[config.mk]
export PLATFORM = sky130hd
export DESIGN_NAME = jt10_regwr
export DESIGN_NICKNAME = d
export VERILOG_FILES = /design/src/rtl/jt10_regwr.sv
export SDC_FILE = /design/constraint.sdc
export NUM_CORES = 1
export LEC_CHECK = 0
export BUFFER_PORTS_ARGS = -buffer_cell sky130_fd_sc_hd__buf_4
export CAP_MARGIN = 10
export CORE_AREA = 2 2 105 107
export DETAILED_ROUTE_END_ITERATION = 10
export DIE_AREA = 0 0 107 109
export PLACE_DENSITY = 0.64
export SLEW_MARGIN = 20
export SYNTH_ARGS = -nofsm -noshare
export SYNTH_HDL_FRONTEND = slang
export SYNTH_SLANG_ARGS = --single-unit
[constraint.sdc]
create_clock -name clk -period 3.2 [get_ports clk]
set_input_delay 0.16 -clock clk [delete_from_list [all_inputs] [get_ports clk]]
set_output_delay 0.16 -clock clk [all_outputs]
set_load 0.03 [all_outputs]
[src/rtl/jt10_regwr.sv]
// jt10_regwr: register-write sequencer for a YM2610 (jt10) core.
// Requests {part, reg, val} are queued in a small FIFO on the clk domain and
// played onto the chip bus one at a time, paced by the chip clock enable:
// address strobe, fixed wait, busy-flag poll, data strobe, fixed wait.
module jt10_regwr #(
   parameter int FIFO_DEPTH = 4,    // request FIFO entries, power of two 2..16
   parameter int WAIT_ADDR  = 17,   // cen ticks after the address strobe (>= 1)
   parameter int WAIT_DATA  = 83,   // cen ticks after the data strobe (>= 1)
   parameter int POLL_MAX   = 255   // cen ticks allowed for the busy poll (>= 1)
) (
   input  logic       clk,
   input  logic       rst,
   input  logic       cen,
   input  logic       req_valid,
   output logic       req_ready,
   input  logic       req_part,
   input  logic [7:0] req_reg,
   input  logic [7:0] req_val,
   output logic [7:0] din,
   output logic [1:0] addr,
   output logic       cs_n,
   output logic       wr_n,
   input  logic [7:0] chip_dout,
   output logic       busy,
   output logic       err_timeout
);

   // ------------------------------------------------------------------
   // Local sizes
   // ------------------------------------------------------------------
   localparam int PTR_W   = (FIFO_DEPTH > 1) ? $clog2(FIFO_DEPTH) : 1;
   localparam int CNT_W   = PTR_W + 1;
   localparam int WAIT_HI = (WAIT_ADDR > WAIT_DATA) ? WAIT_ADDR : WAIT_DATA;
   localparam int TMR_TOP = (WAIT_HI > POLL_MAX) ? WAIT_HI : POLL_MAX;
   localparam int TMR_W   = $clog2(TMR_TOP + 1);

   // One queued register write
   typedef struct packed {
      logic       part;
      logic [7:0] rg;
      logic [7:0] val;
   } req_t;

   typedef enum logic [2:0] {
      IDLE,
      ADDR_WR,
      ADDR_WAIT,
      POLL,
      DATA_WR,
      DATA_WAIT
   } state_t;

   // ------------------------------------------------------------------
   // Request FIFO
   // ------------------------------------------------------------------
   req_t             mem [FIFO_DEPTH];
   logic [PTR_W-1:0] wr_ptr;
   logic [PTR_W-1:0] rd_ptr;
   logic [CNT_W-1:0] count;
   req_t             head;
   logic             fifo_empty;
   logic             push;
   logic             pop;

   state_t           state;
   logic [TMR_W-1:0] tmr;
   logic             cur_part;
   logic [7:0]       cur_val;

   // Only the busy bit of the status byte matters here
   logic             unused_status;
   assign unused_status = ^chip_dout[6:0];

   // FIFO status and handshake; the pop is tied to the FSM leaving IDLE
   always_comb begin
      fifo_empty = (count == '0);
      req_ready  = (count != CNT_W'(FIFO_DEPTH));
      push       = req_valid && req_ready;
      pop        = cen && (state == IDLE) && !fifo_empty;
      head       = mem[rd_ptr];
      busy       = !fifo_empty || (state != IDLE);
   end

   // FIFO storage: written on accepted requests only
   // NOTE: the storage array has no reset; validity is carried by count and
   // the pointers, so clearing the data would only cost logic.
   always_ff @(posedge clk) begin
      if (push) begin
         mem[wr_ptr] <= req_t'{part: req_part, rg: req_reg, val: req_val};
      end
   end

   // FIFO pointers and occupancy; a push and pop on one edge cancel out
   always_ff @(posedge clk or posedge rst) begin
      if (rst) begin
         wr_ptr <= '0;
         rd_ptr <= '0;
         count  <= '0;
      end else begin
         // pointers wrap naturally because the depth is a power of two
         if (push) begin
            wr_ptr <= wr_ptr + 1'b1;
         end
         if (pop) begin
            rd_ptr <= rd_ptr + 1'b1;
         end
         case ({push, pop})
            2'b10:   count <= count + 1'b1;
            2'b01:   count <= count - 1'b1;
            default: count <= count;
         endcase
      end
   end

   // ------------------------------------------------------------------
   // Chip-bus sequencer
   // ------------------------------------------------------------------
   // Bus FSM: advances on cen ticks only, every chip-bus output registered
   // NOTE: all state and bus outputs use non-blocking assignments so every
   // branch below sees the values from before this edge.
   always_ff @(posedge clk or posedge rst) begin
      if (rst) begin
         state       <= IDLE;
         tmr         <= '0;
         cur_part    <= 1'b0;
         cur_val     <= 8'h00;
         din         <= 8'h00;
         addr        <= 2'b00;
         cs_n        <= 1'b1;
         wr_n        <= 1'b1;
         err_timeout <= 1'b0;
      end else if (cen) begin
         case (state)
            IDLE: begin
               if (!fifo_empty) begin
                  // address strobe: register number on the even port
                  cur_part <= head.part;
                  cur_val  <= head.val;
                  addr     <= {head.part, 1'b0};
                  din      <= head.rg;
                  cs_n     <= 1'b0;
                  wr_n     <= 1'b0;
                  state    <= ADDR_WR;
               end
            end

            ADDR_WR: begin
               // strobe has been low for exactly one cen period
               cs_n  <= 1'b1;
               wr_n  <= 1'b1;
               tmr   <= TMR_W'(WAIT_ADDR);
               state <= ADDR_WAIT;
            end

            ADDR_WAIT: begin
               if (tmr <= TMR_W'(1)) begin
                  // select the chip again (no write) to watch the busy flag
                  addr  <= {cur_part, 1'b0};
                  cs_n  <= 1'b0;
                  wr_n  <= 1'b1;
                  tmr   <= TMR_W'(POLL_MAX);
                  state <= POLL;
               end else begin
                  tmr <= tmr - 1'b1;
               end
            end

            POLL: begin
               if (!chip_dout[7] || (tmr <= TMR_W'(1))) begin
                  // chip ready, or gave up waiting: issue the data strobe
                  if (chip_dout[7]) begin
                     err_timeout <= 1'b1;
                  end
                  addr  <= {cur_part, 1'b1};
                  din   <= cur_val;
                  cs_n  <= 1'b0;
                  wr_n  <= 1'b0;
                  state <= DATA_WR;
               end else begin
                  tmr <= tmr - 1'b1;
               end
            end

            DATA_WR: begin
               cs_n  <= 1'b1;
               wr_n  <= 1'b1;
               tmr   <= TMR_W'(WAIT_DATA);
               state <= DATA_WAIT;
            end

            DATA_WAIT: begin
               if (tmr <= TMR_W'(1)) begin
                  state <= IDLE;
               end else begin
                  tmr <= tmr - 1'b1;
               end
            end

            default: begin
               cs_n  <= 1'b1;
               wr_n  <= 1'b1;
               state <= IDLE;
            end
         endcase
      end
   end

endmodule

==> tab_implementation.tex <==
\begin{tabular}{lr}
\hline
Metric & Value \\
\hline
\multicolumn{2}{l}{\textbf{Run status}} \\
Run status & completed \\
\multicolumn{2}{l}{\textbf{Worst setup path}} \\
Startpoint class of the critical path & register \\
Req. time, crit path & 3470 ps \\
Setup crit end kind & register \\
Data arrival, critical path & 3050 ps \\
Reg2Reg Capture Point & tmr[5] \\
Start-to-end type of the worst setup path & reg -> reg \\
Highest fanout seen on the critical path & 15 \\
Cells on worst reg2reg path & 5 \\
Worst reg2reg path startpoint & tmr[4] \\
Register-to-register setup slack & 420 ps \\
\multicolumn{2}{l}{\textbf{Timing}} \\
Count of endpoints failing setup in the final report & 0 \\
Unrepaired setup endpoints after global routing & false \\
Slew Limit Headroom & 35.1\% \\
Final worst clock skew & 8.05 ps \\
Number of pins exceeding their max-slew limit in the final report & 0 \\
Fin Setup TNS & 0 ps \\
Final critical-path share of the clock period & 86.8\% \\
Maximum frequency from static timing analysis & 360 MHz \\
Hold violation count in the final report & 0 \\
Min cycle time layout & 2780 ps \\
Slew at the pin closest to its max-slew limit & 974 ps \\
\multicolumn{2}{l}{\textbf{Floorplanning}} \\
Total die area & 11700 um2 \\
\# IOs & 44 \\
Standard-cell rows & 38 \\
Initial Util & 43.7\% \\
Chip width & 107 um \\
Std-Cell Core Area & 10600 um2 \\
Die boundary height & 109 um \\
\multicolumn{2}{l}{\textbf{Final layout}} \\
Area added between synthesis and finish & 17.8\% \\
Fraction of layout cells with a size suffix above 1 & 26.0\% \\
Share of the core filled with cells in the final layout & 51.5\% \\
Diodes inserted & 0 \\
Total of fill cells in the finished design & 873 \\
Number of nets in the final layout & 401 \\
Final non-filler cell area & 5460 um2 \\
\multicolumn{2}{l}{\textbf{Synthesis}} \\
Average instance area after synthesis & 15.1 um2 \\
Count of state elements after synthesis & 108 \\
Gate count of the mapped netlist & 306 \\
Number of distinct library cell variants in the gate-level netlist after synthesis & 49 \\
Share of synthesized flip-flops with an asynchronous set or reset & 37.0\% \\
Leading cell types by total area after synthesis & sky130\_fd\_sc\_hd\_\_edfxtp\_1 44\%, sky130\_fd\_sc\_hd\_\_dfrtp\_1 21\%, sky130\_fd\_sc\_hd\_\_mux4\_2 8.3\% \\
Most area-hungry cell type in the Yosys netlist & sky130\_fd\_sc\_hd\_\_edfxtp\_1 \\
Share of the yosys chip area belonging to registers & 65.7\% \\
Number of enable-type register cells in the synthesized netlist & 68 \\
Synthesized Nets & 343 \\
Area fraction of the dominant cell type after synthesis & 44.1\% \\
Commonest register cell after synthesis & sky130\_fd\_sc\_hd\_\_edfxtp\_1 \\
Warnings from Yosys & 0 \\
Post-synthesis cell area & 4630 um2 \\
\multicolumn{2}{l}{\textbf{Power and ir drop}} \\
Combinational group share of total power & 38.8\% \\
P per Cell Area & 931 nW/um2 \\
Sequential share of power & 44.3\% \\
Share of total power in the clock network & 17.0\% \\
Leakage dissipation & 2.07 nW \\
Switching power total & 1.85 mW \\
Internal Pwr Total & 3.23 mW \\
Net switching fraction of the power & 36.4\% \\
Worst vdd ir & 607 uV \\
\multicolumn{2}{l}{\textbf{Clock network}} \\
CTS Root Cell & sky130\_fd\_sc\_hd\_\_clkbuf\_8 \\
CTS tree & built \\
Clock transition at the register clock pins on the worst setup and hold paths after CTS & 100 ps \\
Number of setup buffers added after CTS & 0 \\
Max H-tree Level & 3 \\
Clock sink total & 108 \\
Maximum count of clock buffers along a single path & 2 \\
Clock latency reported for the late side of the worst-skew pair & 370 ps \\
Number of buffers inserted during clock tree synthesis & 9 \\
\multicolumn{2}{l}{\textbf{Placed design}} \\
Count of input and output buffers & 36 \\
Sum of net half-perimeters after detailed placement & 5.65 mm \\
Area post-placement & 5070 um2 \\
Final Wtd Congestion & 0.894 \\
\multicolumn{2}{l}{\textbf{Global route}} \\
Wire length of the first global-routing pass & 14.4 mm \\
Largest net degree at the start of global routing & 41 \\
Total GRT Usage & 16.3\% \\
Number of global-route vias before repair & 2780 \\
Initial antenna violation count & 0 \\
Total congestion overflow after global routing & 0 \\
\multicolumn{2}{l}{\textbf{Routing}} \\
M1 wire length & 3.87 mm \\
Vias after detailed routing & 2728 \\
Drt total wl & 8.75 mm \\
Drt drc & 0 \\
Detail-routed via count per cell & 5.36 \\
Routed Antenna Nets & 0 \\
Highest signal layer in the routed design & met4 \\
Routed length per placed instance & 17.2 um \\
Number of detailed-route iterations in the first pass & 4 \\
DRC marker count from the first detailed-route iteration & 240 \\
Met2 wirelength from detailed routing & 4.50 mm \\
Routed length on met3 & 312 um \\
\multicolumn{2}{l}{\textbf{Min path}} \\
Worst min-delay path category & in -> reg \\
Number of instances on the worst hold path & 2 \\
Source of the worst hold timing path & cen \\
Hold path endpoint & state[0] \\
\multicolumn{2}{l}{\textbf{Flow run}} \\
Max-cap violations & 0 \\
\hline
\end{tabular}
==> synth_stat cells (3+ instances only) <==
library cell,number
sky130_fd_sc_hd__a21oi_1,11
sky130_fd_sc_hd__a2bb2oi_1,9
sky130_fd_sc_hd__a31oi_1,3
sky130_fd_sc_hd__and3_1,5
sky130_fd_sc_hd__buf_1,4
sky130_fd_sc_hd__buf_2,4
sky130_fd_sc_hd__clkbuf_1,6
sky130_fd_sc_hd__dfrtp_1,38
sky130_fd_sc_hd__edfxtp_1,68
sky130_fd_sc_hd__ha_1,7
sky130_fd_sc_hd__inv_1,12
sky130_fd_sc_hd__mux2_2,10
sky130_fd_sc_hd__mux4_2,17
sky130_fd_sc_hd__nand2_1,9
sky130_fd_sc_hd__nand3_1,4
sky130_fd_sc_hd__nor2_1,15
sky130_fd_sc_hd__nor2b_1,4
sky130_fd_sc_hd__nor3_1,8
sky130_fd_sc_hd__nor4_1,5
sky130_fd_sc_hd__o21ai_0,17
sky130_fd_sc_hd__o22ai_1,9
sky130_fd_sc_hd__xnor2_1,4
sky130_fd_sc_hd__xor2_1,3
==> worst max-delay path by stage <==
| stage | from | endpoint | slack (ps) | cells past startpoint |
|---|---|---|---|---|
| global placement | tmr[4] | tmr[5] | 450 | 5 |
| floorplan | state[2] | count[2] | 640 | 10 |
| detailed placement | tmr[4] | tmr[5] | 460 | 5 |
| CTS | tmr[4] | tmr[5] | 420 | 5 |
| finish | tmr[4] | tmr[5] | 420 | 5 |
| global route | tmr[4] | tmr[5] | 300 | 5 |
==> cell usage in the layout, fill, tap and decap left out, types with 3 or more instances in the layout <==
cell                            Yosys  final
sky130_fd_sc_hd__inv_1             12     12
sky130_fd_sc_hd__o22ai_1            9      9
sky130_fd_sc_hd__nand2_1            9      9
sky130_fd_sc_hd__o21ai_0           17     17
sky130_fd_sc_hd__a21oi_1           11     11
sky130_fd_sc_hd__dfrtp_1           38     38
sky130_fd_sc_hd__a31oi_1            3      3
sky130_fd_sc_hd__buf_4              0     44
sky130_fd_sc_hd__dlygate4sd3_1      0     18
sky130_fd_sc_hd__mux2_2            10     10
sky130_fd_sc_hd__xor2_1             3      3
sky130_fd_sc_hd__nand3_1            4      4
sky130_fd_sc_hd__nor2b_1            4      4
sky130_fd_sc_hd__ha_1               7      7
sky130_fd_sc_hd__nor2_1            15     15
sky130_fd_sc_hd__mux4_2            17     17
sky130_fd_sc_hd__edfxtp_1          68     68
sky130_fd_sc_hd__a2bb2oi_1          9      9
sky130_fd_sc_hd__nor3_1             8      8
sky130_fd_sc_hd__nor4_1             5      5
sky130_fd_sc_hd__xnor2_1            4      4
sky130_fd_sc_hd__clkbuf_8           0     10
sky130_fd_sc_hd__and3_1             5      5
==> worst max-delay path, cell delays in order (launching register included) <==
cell and delay (ps):
sky130_fd_sc_hd__dfrtp_1 460, sky130_fd_sc_hd__or4_4 570, sky130_fd_sc_hd__or4_1 640, sky130_fd_sc_hd__o311ai_4 620, sky130_fd_sc_hd__o21ba_1 220, sky130_fd_sc_hd__o22a_1 170
==> sequential cells by signal (all words and copies together), names as in the netlist <==
name / flops
cur_val: 8
din: 8
addr: 2
err_timeout: 1
rd_ptr: 2
wr_ptr: 2
tmr: 8
cur_part: 1
state: 3
cs_n: 1
count: 3
wr_n: 1
mem: 68
==> layer usage <==
metal	GRT usage, %	up-vias
met2	27.9	57
met5	0	-
met1	21.1	1363
met4	4.64	0
li1	-	1301
met3	3.77	7
==> cell type report <==
type                       count  area [um2]  area share, %
tap                          140         175           3.21
sequential                   108        3050           55.8
clock inverter                 6        68.8           1.26
inverter                      12        45.0          0.825
multi-input combinational    171        1470           27.0
clock buffer                  10         138           2.52
timing repair buffer          62         510           9.36
==> power groups by stage <==
stage | registers [mW] | clock network [mW] | logic, mW
finish | 2.25 | 0.862 | 1.97
global route | 2.31 | 0.935 | 2.17
CTS | 2.25 | 0.882 | 2.00
detailed placement | 2.28 | 0 | 1.98
global placement | 2.27 | 0 | 1.93
floorplan | 2.29 | 0 | 1.38
==> through the flow <==
step / hold slack (ps) / cells / worst slack, ps / total power, mW
finish: 104 / 509 / 423 / 5.08
global route: 99.8 / 509 / 301 / 5.41
CTS: 79.5 / 509 / 423 / 5.13
detailed placement: 342 / 475 / 456 / 4.26
global placement: 339 / 475 / 447 / 4.20
floorplan: 259 / 306 / 640 / 3.67
==> what timing repair did <==
action	CTS	global route
hold buffers	18	0
hold endpoints to repair	106	0
resized for setup	0	0
==> cells by family (layout without fill, tap and decap cells) <==
family | Yosys count | in the layout | share of synthesized area, %
AND/OR/NAND/NOR | 59 | 59 | 6.59
buffers and inverters | 27 | 90 | 2.46
AO/OA/AOI/OAI | 68 | 68 | 10.5
adder cells (fa/ha/maj) | 8 | 8 | 2.32
flip-flops | 108 | 108 | 65.7
multiplexers | 29 | 29 | 11.1
XOR/XNOR | 7 | 7 | 1.32
Note: power is estimated with default switching activity, not from simulation.
